**config.mk**
```make
export PLATFORM = sky130hd
export DESIGN_NAME = demux1x4_3bit_reg
export DESIGN_NICKNAME = d
export VERILOG_FILES = /design/src/rtl/demux_pkg.sv /design/src/rtl/demux_slot.sv /design/src/rtl/demux1x4_3bit_reg.sv
export SDC_FILE = /design/constraint.sdc
export NUM_CORES = 1
export LEC_CHECK = 0
export BUFFER_PORTS_ARGS = -buffer_cell sky130_fd_sc_hd__buf_2
export CAP_MARGIN = 5
export CELL_PAD_IN_SITES_DETAIL_PLACEMENT = 0
export CELL_PAD_IN_SITES_GLOBAL_PLACEMENT = 2
export CORE_ASPECT_RATIO = 0.7
export CORE_MARGIN = 10
export CORE_UTILIZATION = 31
export DETAILED_ROUTE_END_ITERATION = 6
export PLACE_DENSITY_LB_ADDON = 0.1
export SETUP_SLACK_MARGIN = 0.15
export SYNTH_ARGS = -nofsm -noshare
export SYNTH_HDL_FRONTEND = slang
export SYNTH_HIERARCHICAL = 1
export SYNTH_SLANG_ARGS = --single-unit
```
**constraint.sdc**
```tcl
create_clock -name clk -period 1.8 [get_ports clk]
set_input_delay 0.18 -clock clk [delete_from_list [all_inputs] [get_ports clk]]
set_output_delay 0.18 -clock clk [all_outputs]
set_load 0.1 [all_outputs]
```
**src/rtl/demux_pkg.sv**
```systemverilog
// -----------------------------------------------------------------------------
// demux_pkg
// Shared constants for the registered 1-to-4 demultiplexer.
//   SEL_CH0..SEL_CH3    : channel-select codes
//   DEMUX_CNT_W         : width of the optional per-channel transfer counters
//   DEMUX_DEFAULT_WIDTH : default data width
//   sel_onehot()        : select code -> one-hot channel mask
// Optional feature macro used by the design: DEMUX_STATS_EN
// -----------------------------------------------------------------------------
package demux_pkg;

    localparam logic [1:0] SEL_CH0 = 2'b00;
    localparam logic [1:0] SEL_CH1 = 2'b01;
    localparam logic [1:0] SEL_CH2 = 2'b10;
    localparam logic [1:0] SEL_CH3 = 2'b11;

    localparam int DEMUX_CNT_W         = 8;
    localparam int DEMUX_DEFAULT_WIDTH = 3;

    function automatic logic [3:0] sel_onehot(input logic [1:0] s);
        logic [3:0] m;
        m = 4'b0000;
        case (s)
            SEL_CH0: m = 4'b0001;
            SEL_CH1: m = 4'b0010;
            SEL_CH2: m = 4'b0100;
            SEL_CH3: m = 4'b1000;
            default: m = 4'b0000;
        endcase
        return m;
    endfunction

endpackage

```
**src/rtl/demux_slot.sv**
```systemverilog
// -----------------------------------------------------------------------------
// demux_slot
// One-deep output holding slot with valid/ready drain and optional counter.
// Ports:
//   clk, rst_n  : clock, asynchronous active-low reset
//   load        : write load_data into the slot this edge (sets valid)
//   load_data   : value to store
//   ready       : consumer takes the slot value when valid is high
//   data        : slot contents (holds last value after drain)
//   valid       : slot holds an undelivered value
//   slot_ready  : slot can accept a load this cycle (!valid || ready)
//   count       : delivered-transfer counter (only with DEMUX_STATS_EN)
// Handshake: a transfer happens on an edge where valid && ready are both high;
// valid never drops and data never changes before that transfer completes.
// -----------------------------------------------------------------------------
module demux_slot
    import demux_pkg::*;
#(
    parameter int WIDTH = DEMUX_DEFAULT_WIDTH
) (
    input  logic                   clk,
    input  logic                   rst_n,
    input  logic                   load,
    input  logic [WIDTH-1:0]       load_data,
    input  logic                   ready,
    output logic [WIDTH-1:0]       data,
    output logic                   valid,
    output logic                   slot_ready
`ifdef DEMUX_STATS_EN
    ,
    output logic [DEMUX_CNT_W-1:0] count
`endif
);

    logic [WIDTH-1:0] r_data;
    logic             r_valid;
    logic             w_drain;

    assign w_drain    = r_valid && ready;
    assign slot_ready = !r_valid || ready;
    assign data       = r_data;
    assign valid      = r_valid;

    // A load wins over a drain: same-cycle drain and refill keeps valid high.
    always_ff @(posedge clk or negedge rst_n) begin
        if (!rst_n) begin
            r_data  <= '0;
            r_valid <= 1'b0;
        end else if (load) begin
            r_data  <= load_data;
            r_valid <= 1'b1;
        end else if (w_drain) begin
            r_valid <= 1'b0;
        end
    end

`ifdef DEMUX_STATS_EN
    logic [DEMUX_CNT_W-1:0] r_count;

    // Free-running wrap at 2**DEMUX_CNT_W.
    always_ff @(posedge clk or negedge rst_n) begin
        if (!rst_n) begin
            r_count <= '0;
        end else if (w_drain) begin
            r_count <= r_count + 1'b1;
        end
    end

    assign count = r_count;
`endif

endmodule

```
**src/rtl/demux1x4_3bit_reg.sv**
```systemverilog
// -----------------------------------------------------------------------------
// demux1x4_3bit_reg
// Registered 1-to-4 demultiplexer. in_data is steered by sel into one of four
// one-deep holding slots, each drained independently by its consumer.
// Ports:
//   clk, rst_n            : clock, asynchronous active-low reset
//   in_data, sel          : value and target channel
//   in_valid / in_ready   : source handshake (in_ready reflects slot sel)
//   outN_data/outN_valid  : slot N contents and occupancy
//   outN_ready            : consumer N takes the slot value
//   outN_count            : delivered transfers on N (only with DEMUX_STATS_EN)
// Handshake: a transfer on any channel happens on an edge where its valid and
// ready are both high; once valid rises it stays high with stable payload
// until that transfer.
// Optional feature macro: DEMUX_STATS_EN (adds the outN_count ports).
// -----------------------------------------------------------------------------
module demux1x4_3bit_reg
    import demux_pkg::*;
#(
    parameter int WIDTH = DEMUX_DEFAULT_WIDTH
) (
    input  logic                   clk,
    input  logic                   rst_n,
    input  logic [WIDTH-1:0]       in_data,
    input  logic [1:0]             sel,
    input  logic                   in_valid,
    output logic                   in_ready,
    output logic [WIDTH-1:0]       out0_data,
    output logic [WIDTH-1:0]       out1_data,
    output logic [WIDTH-1:0]       out2_data,
    output logic [WIDTH-1:0]       out3_data,
    output logic                   out0_valid,
    output logic                   out1_valid,
    output logic                   out2_valid,
    output logic                   out3_valid,
    input  logic                   out0_ready,
    input  logic                   out1_ready,
    input  logic                   out2_ready,
    input  logic                   out3_ready
`ifdef DEMUX_STATS_EN
    ,
    output logic [DEMUX_CNT_W-1:0] out0_count,
    output logic [DEMUX_CNT_W-1:0] out1_count,
    output logic [DEMUX_CNT_W-1:0] out2_count,
    output logic [DEMUX_CNT_W-1:0] out3_count
`endif
);

    logic [3:0]       w_sel_dec;
    logic [3:0]       w_load;
    logic [3:0]       w_ready;
    logic [3:0]       w_slot_ready;
    logic [3:0]       w_valid;
    logic [WIDTH-1:0] w_data [4];
    logic             w_in_ready;
    logic             w_accept;
`ifdef DEMUX_STATS_EN
    logic [DEMUX_CNT_W-1:0] w_count [4];
`endif

    assign w_ready   = {out3_ready, out2_ready, out1_ready, out0_ready};
    assign w_sel_dec = sel_onehot(sel);

    // in_ready depends only on the addressed slot, so a stalled channel never
    // blocks traffic to the others.
    always_comb begin
        w_in_ready = 1'b0;
        case (sel)
            SEL_CH0: w_in_ready = w_slot_ready[0];
            SEL_CH1: w_in_ready = w_slot_ready[1];
            SEL_CH2: w_in_ready = w_slot_ready[2];
            SEL_CH3: w_in_ready = w_slot_ready[3];
            default: w_in_ready = 1'b0;
        endcase
    end

    assign w_accept = in_valid && w_in_ready;
    assign w_load   = w_sel_dec & {4{w_accept}};
    assign in_ready = w_in_ready;

    for (genvar g = 0; g < 4; g++) begin : g_slot
        demux_slot #(
            .WIDTH(WIDTH)
        ) u_slot (
            .clk        (clk),
            .rst_n      (rst_n),
            .load       (w_load[g]),
            .load_data  (in_data),
            .ready      (w_ready[g]),
            .data       (w_data[g]),
            .valid      (w_valid[g]),
            .slot_ready (w_slot_ready[g])
`ifdef DEMUX_STATS_EN
            ,
            .count      (w_count[g])
`endif
        );
    end

    assign out0_data  = w_data[0];
    assign out1_data  = w_data[1];
    assign out2_data  = w_data[2];
    assign out3_data  = w_data[3];
    assign out0_valid = w_valid[0];
    assign out1_valid = w_valid[1];
    assign out2_valid = w_valid[2];
    assign out3_valid = w_valid[3];

`ifdef DEMUX_STATS_EN
    assign out0_count = w_count[0];
    assign out1_count = w_count[1];
    assign out2_count = w_count[2];
    assign out3_count = w_count[3];
`endif

endmodule

```
==> results_dict.tcl <==
set metrics [dict create \
    cp_slowest_cell "mux4_2" \
    cts_inserted_buffers 3 \
    grt.total_usage_pct 7.51 \
    utilization_pct 48.0 \
    synth_top_area_share_pct 61.3 \
    fin_tns_setup_ns 0 \
    cp-end-kind "output port" \
    h-tree-depth 1 \
    pwr-share-seq_pct 34.7 \
    clock_skew_ns 0.000376 \
    switching_power_mw 0.702 \
    hold_path_class "input pin to register" \
    netlist_instances 41 \
    diodes 0 \
    avgSynthCellArea_sq_um 15.9 \
    synth_common_cells "dfrtp_1, mux2_2, nand2b_1" \
    postRouteAntennaNets 0 \
    wire_per_inst_microns 16.5 \
    p_leak_nw 0.454 \
    cts_tree "done" \
    antenna_found_initial 0 \
    tightestPinTransition_ns 0.493 \
    pwr-share-clk_pct 13.7 \
    cp_top_family "multiplexers" \
    grt_overflow 0 \
    die-area_sq_mm 0.00437 \
    synth_edf_count 0 \
    required_ns 1.62 \
    syn_to_final_growth_pct 42.1 \
    synth_area_leaders "dfrtp_1, mux2_2, nand2b_1" \
    p_int_mw 0.626 \
    swShare_pct 52.9 \
    cp_num_cells 3 \
    avgViaCountPerCell 4.57 \
    finalWeightedCongestion 0.647 \
    cts_buffer_depth 2 \
    vdd.ir_drop.worst_mv 0.871 \
    drtIter0Drc 26 \
    dp_hpwl_microns 1260 \
    clk_pin_slew_ns 0.08 \
    portBuffers 28 \
    path_max_fanout 3 \
    cap_viol_max_count 0 \
    cts_root_buffer "clkbuf_4" \
    ys_ff_latch 16 \
    vias 443 \
    dp.cells 91 \
    ys_seq_area_share_pct 61.3 \
    rsz0062_at_grt "yes" \
    fmax_mhz 613 \
    syn_nets 53 \
    critical-path-max-stage-delay_ns 0.49 \
    comb_power_share_pct 51.6 \
    grt_pass1_wl_microns 2480 \
    clk_latency_ns 0.28 \
    ys_warn_count 6 \
    reg2reg_depth 4 \
    grt_pass1_vias 504 \
    final_nets 89 \
    maxSlewHeadroom_pct 67.3 \
    initial_core_util_pct 33.7 \
    crit_type "register to output port" \
    setup_viol 0 \
    cp-start-kind "register" \
    yosysUniqueCellTypes 7 \
    layout-drive-gt1-share_pct 77.3 \
    arrival_ns 1.45 \
    grt_max_degree 17 \
    finalCritPeriodShare_pct 90.6 \
    place_ws_ns 0.377 \
    synth_most_common_cell "dfrtp_1" \
    period_needed_ns 1.63 \
    hold_viol_final 0 \
    die_height_microns 58.4 \
    io_pins 29 \
    path_buf_inv 1 \
    instances_no_fill 97 \
    synth_flop_cell "dfrtp_1" \
    worst_slack_ns 0.169 \
    drtPass1Iterations 2 \
    core_sq_mm 0.00194 \
    cts_num_sinks 16 \
    outcome "completed" \
    rows 13 \
    yosysTopAreaCell "dfrtp_1" \
    synthesis.area_sq_um 653 \
    cp_cell_sequence "nand2b_4 > mux4_2 > buf_12" \
    die_w_microns 74.9 \
    ys_async_sr_fraction_pct 100 \
    wl_microns 1610 \
    min_path_cells 3 \
    power_density_mw_per_mm2 1430 \
    slew_violations 0 \
    remaining_drc_errors 0 \
]
[worst register-to-register path, delay by kind of cell (launching register included)]
kind / cells / cell delay, ns
DFF: 1 / 0.50
and+or+nand+nor: 2 / 0.34
muxes: 1 / 0.34
buffers and inverters: 1 / 0.10
[final cells by class]
type,instances,area (sq um)
Clock buffer,3,22.5
Fill cell,180,1010
Multi-Input combinational cell,25,283
Sequential cell,16,415
Tap cell,22,27.5
Timing Repair Buffer,31,180
[logic make-up (layout without fill, tap and decap cells)]
group / Yosys count / count (layout) / synth area share (%)
mux: 13 / 13 / 24.1
simple gates: 12 / 12 / 14.6
flops: 16 / 16 / 61.3
buf+inv: 0 / 34 / 0
[registers in the layout (all words and copies together), names as in the netlist]
signal and count:
g_slot.u_slot/data 12, g_slot.u_slot/valid 4
[stage by stage]
step / power (mW) / hold slack, ns / cell area, sq um
after floorplan: 1.02 / -0.116 / 668
after global placement: 1.14 / 0.113 / 836
after detailed placement: 1.14 / 0.109 / 836
after CTS: 1.33 / 0.159 / 906
after global routing: 1.38 / 0.158 / 928
final: 1.33 / 0.164 / 928
[path summary, 6_finish.rpt]
path / startpoint / end / slack (ns)
max: g_slot[3].u_slot/valid$_DFFE_PN0P_ / in_ready / 0.17
min: out0_ready / g_slot[0].u_slot/valid$_DFFE_PN0P_ / 0.16
max reg2reg: g_slot[2].u_slot/valid$_DFFE_PN0P_ / g_slot[2].u_slot/data[0]$_DFFE_PN0P_ / 0.41
min reg2reg: g_slot[1].u_slot/data[2]$_DFFE_PN0P_ / g_slot[1].u_slot/data[2]$_DFFE_PN0P_ / 0.50
max in group asynchronous: rst_n / g_slot[0].u_slot/valid$_DFFE_PN0P_ / 1.18
min in group asynchronous: rst_n / g_slot[2].u_slot/data[0]$_DFFE_PN0P_ / 0.33
[per-layer routing]
layer | track usage (%) | wire, microns | part of all wire, %
met5 | 0 | 0 | 0
met4 | 3.23 | 19 | 1.2
met3 | 3.35 | 83 | 5.2
met2 | 12.1 | 807 | 50
met1 | 8.43 | 694 | 43
[repair_timing]
action	CTS	global route
hold buffers	1	0
setup endpoints to repair	1	1
endpoints found under the hold margin	16	0
buffers inserted	0	2
gates resized for setup	7	1
[cells in the final DEF, fill, tap and decap left out]
| master | n |
|---|---|
| buf_4 | 2 |
| buf_12 | 1 |
| dlygate4sd3_1 | 1 |
| and4b_2 | 2 |
| clkbuf_4 | 3 |
| and4bb_2 | 1 |
| and4_2 | 1 |
| dfrtp_1 | 12 |
| mux2_2 | 12 |
| buf_2 | 27 |
| nand2b_1 | 4 |
| nand2b_4 | 4 |
| mux4_2 | 1 |
| dfrtp_4 | 4 |
[power by group through the flow]
stage / registers [mW] / clock network, mW / logic [mW]
4_1_cts: 0.461 / 0.187 / 0.687
3_5_place_dp: 0.466 / 0 / 0.675
3_3_place_gp: 0.463 / 0 / 0.674
6_report: 0.461 / 0.182 / 0.685
2_1_floorplan: 0.939 / 0 / 0.0838
5_1_grt: 0.470 / 0.205 / 0.706
Power figures use the tool's default switching activity.
